### src/rtl/stuff_serializer_if.sv
// Byte-in / bit-out bundle for the stuffing serializer.
// The master side offers bytes; the slave side (the serializer) drives the serial stream.
interface stuff_serializer_if;
  logic       in_valid;
  logic [7:0] in_data;
  logic       in_ready;
  logic       w;
  logic       w_valid;
  logic       frame_done;
  logic [1:0] stuff_cnt;

  modport master (
    output in_valid, in_data,
    input  in_ready, w, w_valid, frame_done, stuff_cnt
  );

  modport slave (
    input  in_valid, in_data,
    output in_ready, w, w_valid, frame_done, stuff_cnt
  );
endinterface

### src/rtl/stuff_serializer.sv
// Serializes one byte MSB first and inserts a complement bit after every run of three
// equal bits, so the stream never carries four equal consecutive bits within a frame.
module stuff_serializer (
  input  logic              clk,
  input  logic              reset,
  stuff_serializer_if.slave bus
);

  // state_q describes what w carries in the current cycle
  typedef enum logic [1:0] {
    IDLE  = 2'd0,
    DATA  = 2'd1,
    STUFF = 2'd2
  } state_t;

  state_t     state_q, state_d;
  logic [6:0] shift_q, shift_d;
  logic [2:0] remain_q, remain_d;
  logic       run_val_q, run_val_d;
  logic [1:0] run_len_q, run_len_d;
  logic [1:0] scnt_q, scnt_d;
  logic       w_q, w_d;
  logic       w_valid_q, w_valid_d;
  logic       done_q, done_d;
  logic [1:0] stuff_cnt_q, stuff_cnt_d;

  logic       handshake;
  logic       next_bit;
  logic [1:0] data_len;

  assign bus.in_ready   = (state_q == IDLE);
  assign bus.w          = w_q;
  assign bus.w_valid    = w_valid_q;
  assign bus.frame_done = done_q;
  assign bus.stuff_cnt  = stuff_cnt_q;

  assign handshake = bus.in_valid && (state_q == IDLE);
  assign next_bit  = shift_q[6];
  // Run length the next data bit would produce; only used when the run is below three.
  assign data_len  = (next_bit == run_val_q) ? (run_len_q + 2'd1) : 2'd1;

  always_comb begin
    state_d     = state_q;
    shift_d     = shift_q;
    remain_d    = remain_q;
    run_val_d   = run_val_q;
    run_len_d   = run_len_q;
    scnt_d      = scnt_q;
    w_d         = 1'b0;
    w_valid_d   = 1'b0;
    done_d      = 1'b0;
    stuff_cnt_d = stuff_cnt_q;

    case (state_q)
      IDLE: begin
        if (handshake) begin
          w_d       = bus.in_data[7];
          w_valid_d = 1'b1;
          shift_d   = bus.in_data[6:0];
          remain_d  = 3'd7;
          run_val_d = bus.in_data[7];
          run_len_d = 2'd1;
          scnt_d    = 2'd0;
          state_d   = DATA;
        end
      end
      DATA, STUFF: begin
        if (run_len_q == 2'd3) begin
          w_d       = ~run_val_q;
          w_valid_d = 1'b1;
          run_val_d = ~run_val_q;
          run_len_d = 2'd1;
          scnt_d    = scnt_q + 2'd1;
          state_d   = STUFF;
          if (remain_q == 3'd0) begin
            done_d      = 1'b1;
            stuff_cnt_d = scnt_q + 2'd1;
          end
        end else if (remain_q != 3'd0) begin
          w_d       = next_bit;
          w_valid_d = 1'b1;
          shift_d   = {shift_q[5:0], 1'b0};
          remain_d  = remain_q - 3'd1;
          run_val_d = next_bit;
          run_len_d = data_len;
          state_d   = DATA;
          // The last data bit ends the frame unless it completes a run and owes a stuff bit.
          if (remain_q == 3'd1 && data_len != 2'd3) begin
            done_d      = 1'b1;
            stuff_cnt_d = scnt_q;
          end
        end else begin
          state_d = IDLE;
        end
      end
      default: state_d = IDLE;
    endcase
  end

  always_ff @(posedge clk) begin
    if (reset) begin
      state_q     <= IDLE;
      shift_q     <= 7'd0;
      remain_q    <= 3'd0;
      run_val_q   <= 1'b0;
      run_len_q   <= 2'd0;
      scnt_q      <= 2'd0;
      w_q         <= 1'b0;
      w_valid_q   <= 1'b0;
      done_q      <= 1'b0;
      stuff_cnt_q <= 2'd0;
    end else begin
      state_q     <= state_d;
      shift_q     <= shift_d;
      remain_q    <= remain_d;
      run_val_q   <= run_val_d;
      run_len_q   <= run_len_d;
      scnt_q      <= scnt_d;
      w_q         <= w_d;
      w_valid_q   <= w_valid_d;
      done_q      <= done_d;
      stuff_cnt_q <= stuff_cnt_d;
    end
  end

endmodule

### src/flat_wrapper.sv
// flat-port wrapper written by rule: the top's interface ports become plain ports
module stuff_serializer_flat 
  (clk, reset, bus_in_valid, bus_in_data, bus_in_ready, bus_w, bus_w_valid, bus_frame_done, bus_stuff_cnt);
  stuff_serializer_if bus_i ();
  input  logic clk;
  input  logic reset;
  input wire logic [$bits(bus_i.in_valid)-1:0] bus_in_valid;
  input wire logic [$bits(bus_i.in_data)-1:0] bus_in_data;
  output wire logic [$bits(bus_i.in_ready)-1:0] bus_in_ready;
  output wire logic [$bits(bus_i.w)-1:0] bus_w;
  output wire logic [$bits(bus_i.w_valid)-1:0] bus_w_valid;
  output wire logic [$bits(bus_i.frame_done)-1:0] bus_frame_done;
  output wire logic [$bits(bus_i.stuff_cnt)-1:0] bus_stuff_cnt;
  assign bus_i.in_valid = bus_in_valid;
  assign bus_i.in_data = bus_in_data;
  assign bus_in_ready = bus_i.in_ready;
  assign bus_w = bus_i.w;
  assign bus_w_valid = bus_i.w_valid;
  assign bus_frame_done = bus_i.frame_done;
  assign bus_stuff_cnt = bus_i.stuff_cnt;
  stuff_serializer u_core (.clk(clk), .reset(reset), .bus(bus_i));
endmodule
### config.mk
export PLATFORM = sky130hd
export DESIGN_NAME = stuff_serializer_flat
export DESIGN_NICKNAME = d
export VERILOG_FILES = /design/src/rtl/stuff_serializer_if.sv /design/src/rtl/stuff_serializer.sv /design/src/flat_wrapper.sv
export SDC_FILE = /design/constraint.sdc
export NUM_CORES = 1
export LEC_CHECK = 0
export CAP_MARGIN = 20
export CORE_MARGIN = 4
export CORE_UTILIZATION = 48
export DETAILED_ROUTE_END_ITERATION = 6
export PLACE_DENSITY = 0.81
export SETUP_SLACK_MARGIN = 0.3
export SLEW_MARGIN = 20
export SYNTH_ARGS = -nofsm -noshare
export SYNTH_HDL_FRONTEND = slang
export SYNTH_SLANG_ARGS = --single-unit
export TNS_END_PERCENT = 1
### constraint.sdc
create_clock -name clk -period 2 [get_ports clk]
set_input_delay 0.4 -clock clk [delete_from_list [all_inputs] [get_ports clk]]
set_output_delay 0.4 -clock clk [all_outputs]
set_load 0.01 [all_outputs]
* Yosys cells after proc, flatten, opt, wreduce, memory -nomap -nowiden
Cells that the tools add are included.
** Word-level totals
- Bits in registers :: 22
- Bits of input ports :: 11
- Output and inout bits :: 6
- Word-level logic and storage cells :: 80
** Cells by class
- Add/sub/neg operators :: 3
- Equal/unequal tests :: 12
- Multiplexer cells :: 39
- Bitwise operators :: 2
- Reduce and logical (&&, ||, !) cells :: 14
** Operator list (count)
- $mux 2 :: 11
- $mux 7 :: 3
- $mux 1 :: 14
- $pmux 7 s2 :: 1
- $pmux 2 s2 :: 3
- $mux 3 :: 3
- $reduce_and 4->1 :: 2
- $ne 2x1->1 const B :: 3
- $ne 2x2->1 const B :: 3
- $pmux 1 s2 :: 3
- $pmux 3 s2 :: 1
- $reduce_and 3->1 :: 2
- $reduce_bool 2->1 :: 3
- $add 2x1->2 const B :: 2
- $eq 2x2->1 const B :: 2
- $reduce_or 2->1 :: 2
- $eq 3x1->1 const B :: 1
- $logic_not 3->1 :: 1
- $ne 3x1->1 const B :: 1
- $reduce_bool 3->1 :: 1
- $sub 3x1->3 const B :: 1
- $eq 2x1->1 const B :: 1
- $logic_and 1x1->1 :: 2
- $logic_not 2->1 :: 1
- other kinds (2) :: 3

* Depth between registers and ports, before layout
Gate-level depths: netlist of the first run.
- Depth in word-level cells :: 7
- Mapped depth :: 9
- Depth with buffers taken out :: 9

* Worst setup path before layout of the first run
OpenSTA, ideal clock, no wires.
- Path kind :: register to register
- From :: register u_core.remain_q[0]
- To :: register u_core.stuff_cnt_q[0] (netlist: u_core.bus.stuff_cnt[0])
- Setup time :: 0.069 ns
- Data arrival time :: 1.813 ns
- Required time :: 1.931 ns
- Slack :: 0.119 ns
- Cell stages (with the launch flop) :: 10
- Buffers on the path :: 0
- Clock period less this slack :: 1.881 ns
- Cell sequence :: dfxtp_1 inv_1 ha_1 nor2b_2 inv_1 ha_1 nor2b_1 o21ai_1 or4_1 o21ai_1
** On the way
- Cells in the longest elaborated chain, start to end :: 4
- Elaborated cells between the ends (all ways) :: 8
- Those cells by class :: 2 x eq/ne; 6 x reduce/logical
** Ends and longest elaborated chain
- start, declared :: RTL line stuff_serializer.sv:18 : logic [2:0] remain_q, remain_d;
- start signal, assigned :: RTL line stuff_serializer.sv:115 : remain_q <= remain_d;
- $eq 3x1->1 :: RTL line stuff_serializer.sv:88 : if (remain_q == 3'd1 && data_len != 2'd3) begin
- $logic_and 1x1->1 :: RTL line stuff_serializer.sv:88
- $reduce_bool 2->1 (no line)
- $reduce_and 4->1 (no line) *
- end signal, assigned :: RTL line stuff_serializer.sv:122 : stuff_cnt_q <= stuff_cnt_d;
- end, declared :: RTL line stuff_serializer.sv:25 : logic [1:0] stuff_cnt_q, stuff_cnt_d;
Every way passes the cells marked *; elsewhere a longest branch is shown, timed or not.
A chain may end at the register's enable or synchronous reset.

* Worst setup path in the final report of the first run
- From :: register u_core.state_q[1]
- To :: register u_core.run_val_q
** On the way
- Cells in the longest elaborated chain, start to end :: 4
- Elaborated cells between the ends (all ways) :: 10
- Those cells by class :: 4 x eq/ne; 1 x mux; 5 x reduce/logical
** Ends and longest elaborated chain
- start, declared :: RTL line stuff_serializer.sv:16 : state_t state_q, state_d;
- start signal, assigned :: RTL line stuff_serializer.sv:113 : state_q <= state_d;
- $eq 2x1->1 (tied with other cells) :: RTL line stuff_serializer.sv:54 : case (state_q)
- $reduce_or 2->1 / $logic_and 1x1->1 (equally long branches) :: RTL line stuff_serializer.sv:54, stuff_serializer.sv:37
- $ne 3x1->1 (no line) (tied with other cells)
- $reduce_and 3->1 (no line)
- end signal, assigned :: RTL line stuff_serializer.sv:116 : run_val_q <= run_val_d;
- end, declared :: RTL line stuff_serializer.sv:19 : logic run_val_q, run_val_d;
Parallel ways exist; a longest one is shown, timed or not.

==> out/qor.log, run 1 <==
qor: clocking.tritoncts yes
qor: power.irDropWorstVdd 0.000420 V
qor: power.total_leakage_power 0.592 nW
qor: sta.layout_min_cycle_time 1.72 ns
qor: floorplanning.io_pins 17
qor: clocking.clock-root-buffer sky130_fd_sc_hd__clkbuf_4
qor: worst_setup_path.startpoint_type_of_the_worst_setup_path register
qor: synth.synth.cell_area 1190 µm²
qor: power.switchingPower 321 µW
qor: detailed_routing.first_iter_violations 35
qor: floorplanning.initial_core_utilization 52.0%
qor: cells_and_area.layout_commonest_cell sky130_fd_sc_hd__dfxtp_1
qor: synth.ys_dominant_reg_cell sky130_fd_sc_hd__dfxtp_1
qor: detailed_routing.wirelength 2.78 mm
qor: power.final_total_pwr 1.06 mW
qor: clocking.htree_levels 1
qor: status.result_of_the_run finished clean
qor: clocking.cts_inserted_buffers 3
qor: floorplanning.die_w 57.9 µm
qor: synth.netlist_top_cells_area sky130_fd_sc_hd__dfxtp_1, sky130_fd_sc_hd__ha_1, sky130_fd_sc_hd__a21oi_1
qor: power.p_sw_share 30.3%
qor: sta.worst_slew_pin_tran 0.439 ns
qor: placement.inst_count_dp 174
qor: placement.gp_congestion 0.837
qor: grt.grt_antenna_before_repair 0
qor: sta.rsz0062_at_grt true
qor: detailed_routing.routed_wire_per_std_cell 14.9 µm
qor: worst_setup_path.slowest_stage sky130_fd_sc_hd__dfxtp_1
qor: grt.global_route.usage.total 16.4%
qor: worst_setup_path.setup.worst_path.class reg2reg
qor: cells_and_area.final_nets 178
qor: placement.place_hpwl 1.89 mm
qor: grt.grt_overflow 0
qor: flow_run.maxCapViolations 0
qor: sta.timing.final.hold_violations 0
qor: cells_and_area.area_growth_syn_to_layout 31.3%
qor: synth.post_synth_and_or_nand_nor_area_fraction 16.4%
qor: detailed_routing.detailedRoute.firstPassIterationCount 6
qor: floorplanning.die-area 3350 µm²
qor: grt.grt_first_pass_wirelength 4.30 mm
qor: worst_setup_path.regToRegEndpoint u_core.run_val_q
qor: synth.synthMuxAreaShare 5.86%
qor: cells_and_area.finish.cell_count_without_fillers 187
qor: floorplanning.placement_rows 17
qor: grt.first_global_vias 955
qor: clocking.cts.reportedPaths.clkPinSlew 0.13 ns
qor: cells_and_area.most-common-layout-cells sky130_fd_sc_hd__dfxtp_1, sky130_fd_sc_hd__clkdlybuf4s50_1, sky130_fd_sc_hd__buf_4, sky130_fd_sc_hd__a21oi_1, sky130_fd_sc_hd__a211oi_1
qor: synth.synthesis.yosys.warnings 0
qor: power.power_density 675 nW/µm²
qor: placement.port_buffers 16
qor: worst_setup_path.worstPathRequired 2.23 ns
qor: worst_setup_path.reg2reg_depth 6
qor: worst_setup_path.timing.reg2reg.setup_slack 0.28 ns
qor: synth.synth_top_family_by_area compound AO/OA/AOI/OAI gates
qor: synth.synth.top_cell.area_share 36.9%
qor: synth.synth_edf_count 0
qor: cells_and_area.antenna_cells 0
qor: worst_setup_path.timing.critical_path.to_type register
qor: floorplanning.die_height 57.9 µm
qor: worst_setup_path.cp-startpoint u_core.state_q[1]
qor: cells_and_area.drive_gt1_share 26.4%
qor: detailed_routing.drc 0
qor: synth.synth-async-reset-ratio 0%
qor: power.clockPowerShare 24.1%
qor: grt.grt_start_max_net_pins 16
qor: clocking.hold_buffers 0
qor: synth.synth-xor-area-share 1.47%
qor: worst_setup_path.cp_slowest_stage_delay 0.38 ns
qor: synth.ys_types 42
qor: synth.synth_nets 150
qor: cells_and_area.nFillCells 175
qor: power.p_comb_share 28.0%
qor: worst_setup_path.setup.worst_path.end u_core.run_val_q
qor: worst_setup_path.worstPathArrival 1.94 ns
qor: detailed_routing.detail_route.vias_per_cell 5.87
qor: worst_setup_path.critical_path_peak_fanout 7
qor: sta.relSlewSlack 70.7%
qor: synth.synth_compound_gate_area_share 25.4%
qor: synth.yosys_register_bits 22
qor: sta.timing.clock.skew 0.00240 ns
qor: worst_setup_path.rr_startpoint u_core.state_q[1]
qor: synth.synth.largest_area_cell sky130_fd_sc_hd__dfxtp_1
qor: synth.synth_adder_area_share 7.33%
qor: clocking.number_of_buffers_on_the_longest_clock_path 2
qor: synth.synth_area_per_cell 9.05 µm²
qor: power.share_seq_of_total_power 47.8%
qor: sta.totalNegativeSetupSlack 0 ns
qor: sta.number_of_endpoints_failing_setup_at_the_final_stage 0
qor: detailed_routing.detail-route-antenna-nets 0
qor: sta.report.final.slew_viol_count 0
qor: synth.synthesis.instances 132
qor: min_path.worstHoldPathType reg2reg
qor: worst_setup_path.crit_chain inv_1 -> ha_2 -> nor2b_2 -> a211oi_4 -> nor2_1 -> a211oi_1
qor: sta.max_clock_freq 0.582 GHz
qor: clocking.worst_skew_pair.late_latency 0.31 ns
qor: synth.ys_seq_area_share 36.9%
qor: floorplanning.core-area 2300 µm²
qor: clocking.cts_sinks 22
qor: power.p_int 738 µW
qor: detailed_routing.vias 1098
qor: sta.min_period_over_period 85.8%
critical path: cells and delay by family, from the launching register on:
| kind | cells | cell delay [ns] |
|---|---|---|
| simple gates | 2 | 0.31 |
| flops | 1 | 0.38 |
| compound gates | 2 | 0.57 |
| buf+inv | 1 | 0.06 |
| fa+ha+maj | 1 | 0.32 |
sequential cells by signal, indices dropped and copies added, names as in the netlist:
| name | flops |
|---|---|
| u_core.bus.frame_done | 1 |
| u_core.bus.w_valid | 1 |
| u_core.run_val_q | 1 |
| u_core.scnt_q | 2 |
| u_core.shift_q | 7 |
| u_core.state_q | 2 |
| u_core.bus.w | 1 |
| u_core.remain_q | 3 |
| u_core.run_len_q | 2 |
| u_core.bus.stuff_cnt | 2 |
per-stage QoR:
step           setup WS [ns]  utilization [%]  instance area (µm²)  hold slack, ns
2_1_floorplan          0.223                -                 1240           0.428
3_3_place_gp          0.0782             62.2                 1430           0.438
3_5_place_dp          0.0401             62.2                 1430           0.451
4_1_cts               0.0713             64.1                 1470           0.472
5_1_grt                0.216             68.3                 1570           0.488
6_report               0.283             68.3                 1570           0.466
power groups by stage:
stage / logic (mW) / clock network, mW / registers, mW
finish: 0.297 / 0.255 / 0.507
global route: 0.325 / 0.280 / 0.511
CTS: 0.259 / 0.257 / 0.505
detailed placement: 0.251 / 0 / 0.515
global placement: 0.243 / 0 / 0.512
floorplan: 0.183 / 0 / 0.510
Yosys cell counts (2+ instances only):
master,count
sky130_fd_sc_hd__nand2b_1,2
sky130_fd_sc_hd__nor3_1,4
sky130_fd_sc_hd__o21ai_0,5
sky130_fd_sc_hd__clkbuf_1,2
sky130_fd_sc_hd__o21ai_1,4
sky130_fd_sc_hd__buf_6,2
sky130_fd_sc_hd__nor2b_2,2
sky130_fd_sc_hd__dfxtp_1,22
sky130_fd_sc_hd__a211oi_1,8
sky130_fd_sc_hd__nor2_1,7
sky130_fd_sc_hd__ha_1,7
sky130_fd_sc_hd__inv_1,6
sky130_fd_sc_hd__nand2_1,5
sky130_fd_sc_hd__nand3b_1,2
sky130_fd_sc_hd__a21oi_1,14
sky130_fd_sc_hd__mux2i_1,7
sky130_fd_sc_hd__buf_2,3
sky130_fd_sc_hd__nor2b_1,5
sky130_fd_sc_hd__nand3_1,2
cells by family after synthesis:
family | Yosys count
compound gates | 45
mux | 7
buf+inv | 15
fa+ha+maj | 7
xor+xnor | 2
flops | 22
simple gates | 34
area by class of cell:
type                    count  area [µm²]  area share [%]
inverters                   7        28.8            1.83
multi-input cells          95         748            47.7
well taps                  28        35.0            2.23
repair buffers             31         272            17.3
clock buffers               4        36.3            2.31
flip-flops and latches     22         449            28.6
how the worst min path moves through the flow:
stage,cells after the start,startpoint,end,slack (ns)
6_report,2,u_core.shift_q[0],u_core.shift_q[0],0.47
3_5_place_dp,2,u_core.shift_q[0],u_core.shift_q[0],0.45
4_1_cts,2,u_core.shift_q[0],u_core.shift_q[0],0.47
5_1_grt,2,u_core.shift_q[0],u_core.shift_q[0],0.49
2_1_floorplan,2,u_core.shift_q[0],u_core.shift_q[0],0.43
3_3_place_gp,2,u_core.bus.stuff_cnt[0],u_core.bus.stuff_cnt[0],0.44
per-layer routing:
metal	up-vias	share of wire [%]	wire [µm]	global-route usage (%)
met3	6	6.0	167	4.23
met1	515	43	1210	21.3
li1	536	-	-	-
met2	41	49	1370	25.6
met4	0	1.5	43	6.95
met5	-	0	0	0
timing repair:
item | in CTS | in global routing
setup endpoints to repair | 15 | 18
gates resized for setup | 2 | 11
gates cloned | 0 | 0
pin swaps | 0 | 3
setup buffers | 1 | 8
Note: power is estimated with default switching activity, not from simulation.
==> run 2: changes to the inputs <==
--- a/config.mk
+++ b/config.mk
@@ -7,9 +7,9 @@
 export LEC_CHECK = 0
 export CAP_MARGIN = 20
 export CORE_MARGIN = 4
-export CORE_UTILIZATION = 48
+export CORE_UTILIZATION = 57
 export DETAILED_ROUTE_END_ITERATION = 6
-export PLACE_DENSITY = 0.81
+export PLACE_DENSITY = 0.9
 export SETUP_SLACK_MARGIN = 0.3
 export SLEW_MARGIN = 20
 export SYNTH_ARGS = -nofsm -noshare
==> constraint.sdc (replaced) <==
create_clock -name clk -period 2.1 [get_ports clk]
set_input_delay 0.42 -clock clk [delete_from_list [all_inputs] [get_ports clk]]
set_output_delay 0.42 -clock clk [all_outputs]
set_load 0.01 [all_outputs]
==> out/qor.log, run 2 (synthesis results as in run 1) <==
qor: cells_and_area.finish.cell_count_without_fillers 183 [-2.1%]
qor: detailed_routing.wirelength 2.62 mm [-5.8%]
qor: sta.setup_ws 0.334 ns [+0.0513 ns]
qor: detailed_routing.detail_route.vias_per_cell 5.78 [-1.6%]
qor: grt.global_route.usage.total 18.9% [+2.5 points]
qor: sta.max_clock_freq 0.566 GHz [-2.8%]
qor: placement.gp_congestion 0.862 [+2.9%]
qor: detailed_routing.detail-route-antenna-nets 0 [unchanged]
qor: sta.report.final.slew_viol_count 0 [unchanged]
qor: sta.timing.final.hold_violations 0 [unchanged]
qor: flow_run.maxCapViolations 0 [unchanged]
qor: cells_and_area.final_nets 176 [-1.1%]
qor: min_path.worstHoldPathType reg2reg
qor: power.power_density 620 nW/µm² [-8.2%]
qor: worst_setup_path.worstPathRequired 2.34 ns [+0.11 ns]
qor: floorplanning.die_w 53.8 µm [-7.1%]
qor: clocking.number_of_buffers_on_the_longest_clock_path 2 [unchanged]
qor: cells_and_area.final_util 75.8% [+7.5 points]
qor: sta.worst_slew_pin_tran 0.426 ns [-0.0129 ns]
qor: placement.place_hpwl 1.78 mm [-5.6%]
qor: sta.min_period_over_period 84.1% [-1.8 points]
qor: grt.grt_first_pass_wirelength 4.06 mm [-5.4%]
qor: sta.rsz0062_at_grt true
qor: cells_and_area.drive_gt1_share 21.8% [-4.6 points]
qor: grt.grt_overflow 0 [unchanged]
qor: cells_and_area.layout_top_registers u_core.shift_q x7, u_core.remain_q x3
qor: floorplanning.core-area 1980 µm² [-14%]
qor: worst_setup_path.cp_slowest_stage_delay 0.38 ns [about the same]
qor: floorplanning.die_height 53.8 µm [-7.1%]
qor: clocking.htree_levels 1 [unchanged]
qor: detailed_routing.routed_wire_per_std_cell 14.3 µm [-3.8%]
qor: power.irDropWorstVdd 0.000525 V [+25%]
qor: clocking.cts_inserted_buffers 3 [unchanged]
qor: floorplanning.io_pins 17 [unchanged]
qor: cells_and_area.most-common-layout-cells sky130_fd_sc_hd__dfxtp_1, sky130_fd_sc_hd__clkdlybuf4s50_1, sky130_fd_sc_hd__a21oi_1, sky130_fd_sc_hd__buf_4, sky130_fd_sc_hd__a211oi_1
qor: worst_setup_path.crit_chain inv_2 -> ha_1 -> nor2b_4 -> inv_2 -> ha_4 -> nor2b_4 -> o21ai_2 -> buf_4 -> a211o_1 -> a21oi_1
qor: status.result_of_the_run finished clean
qor: cells_and_area.antenna_cells 0 [unchanged]
qor: cells_and_area.largest_register_ff_count 7 [unchanged]
qor: detailed_routing.vias 1057 [-3.7%]
qor: sta.number_of_endpoints_failing_setup_at_the_final_stage 0 [unchanged]
qor: worst_setup_path.timing.critical_path.to_type register
qor: detailed_routing.detailedRoute.firstPassIterationCount 4 [-2]
qor: sta.timing.clock.skew 0.000608 ns [-0.00180 ns]
qor: grt.first_global_vias 948 [-0.73%]
qor: clocking.cts.reportedPaths.clkPinSlew 0.12 ns [about the same]
qor: clocking.cts_sinks 22 [unchanged]
qor: clocking.tritoncts yes
qor: grt.grt_antenna_before_repair 0 [unchanged]
qor: worst_setup_path.startpoint_type_of_the_worst_setup_path register
qor: floorplanning.initial_core_utilization 60.3% [+8.3 points]
qor: detailed_routing.first_iter_violations 17 [-51%]
qor: cells_and_area.layout_commonest_cell sky130_fd_sc_hd__dfxtp_1
qor: cells_and_area.area_growth_syn_to_layout 25.8%
qor: clocking.clock-root-buffer sky130_fd_sc_hd__clkbuf_4
qor: sta.totalNegativeSetupSlack 0 ns [unchanged]
qor: clocking.hold_buffers 0 [unchanged]
qor: floorplanning.die-area 2890 µm² [-14%]
qor: cells_and_area.top_register u_core.shift_q
qor: clocking.worst_skew_pair.late_latency 0.30 ns [about the same]
qor: worst_setup_path.slowest_stage sky130_fd_sc_hd__dfxtp_2
qor: power.total_leakage_power 0.565 nW [-4.5%]
qor: placement.placement.setup.worst_slack 0.144 ns [+0.104 ns]
qor: sta.relSlewSlack 71.5% [+0.86 points]
qor: floorplanning.placement_rows 16 [-1]
qor: worst_setup_path.critical_path_peak_fanout 4 [-3]
qor: placement.inst_count_dp 171 [-1.7%]
qor: worst_setup_path.worstPathArrival 2.00 ns [+0.06 ns]
qor: grt.grt_start_max_net_pins 18 [+2]
qor: placement.port_buffers 16 [unchanged]
qor: worst_setup_path.setup.worst_path.class reg2reg
qor: sta.layout_min_cycle_time 1.77 ns [+0.0487 ns]
qor: detailed_routing.drc 0 [unchanged]
[run 2: power breakdown]
part / leakage, nW / internal [mW] / switching [mW]
Sequential: 0.182 / 0.452 / 0.0283
Combinational: 0.370 / 0.132 / 0.133
Clock: 0.0138 / 0.0668 / 0.120
[run 2: stage by stage]
step	total power [mW]	hold slack, ns	instance area, µm²
final	0.932	0.463	1500
after global routing	0.989	0.503	1500
after CTS	0.899	0.469	1420
after detailed placement	0.714	0.452	1390
after global placement	0.704	0.439	1390
after floorplan	0.651	0.428	1210
[run 2: metal layers]
layer / up-vias / part of all wire, % / track usage, %
met5: - / 0 / 0
met4: 0 / 2.7 / 6.81
met3: 9 / 3.9 / 2.77
met2: 25 / 48 / 33.3
met1: 496 / 45 / 23.0
li1: 527 / - / -
[run 2: worst max-delay path: cells and delay by family, from the launching register on]
kind	cells	cell delay [ns]
AOI/OAI and AO/OA	3	0.41
adders and majority gates	2	0.40
DFF	1	0.38
and+or+nand+nor	2	0.23
buffers and inverters	3	0.30
[run 2: what timing repair did]
action                     in CTS  in global routing
setup endpoints to repair       2                 15
pin swaps                       0                  3
resized for setup               1                  8
setup buffers                   1                  8
[run 2: layout make-up]
type,instances,area (µm²)
Clock buffer,3,22.5
Fill cell,141,479
Inverter,7,26.3
Multi-Input combinational cell,95,721
Sequential cell,22,443
Tap cell,27,33.8
Timing Repair Buffer,29,256
[run 2: final timing paths]
kind | cells after the start | slack (ns) | startpoint | end
worst max-delay path | 10 | 0.33 | u_core.remain_q[0] | u_core.bus.stuff_cnt[1]
worst min-delay path | 2 | 0.46 | u_core.bus.stuff_cnt[0] | u_core.bus.stuff_cnt[0]
worst max register to register | 10 | 0.33 | u_core.remain_q[0] | u_core.bus.stuff_cnt[1]
worst min register to register | 2 | 0.46 | u_core.bus.stuff_cnt[0] | u_core.bus.stuff_cnt[0]
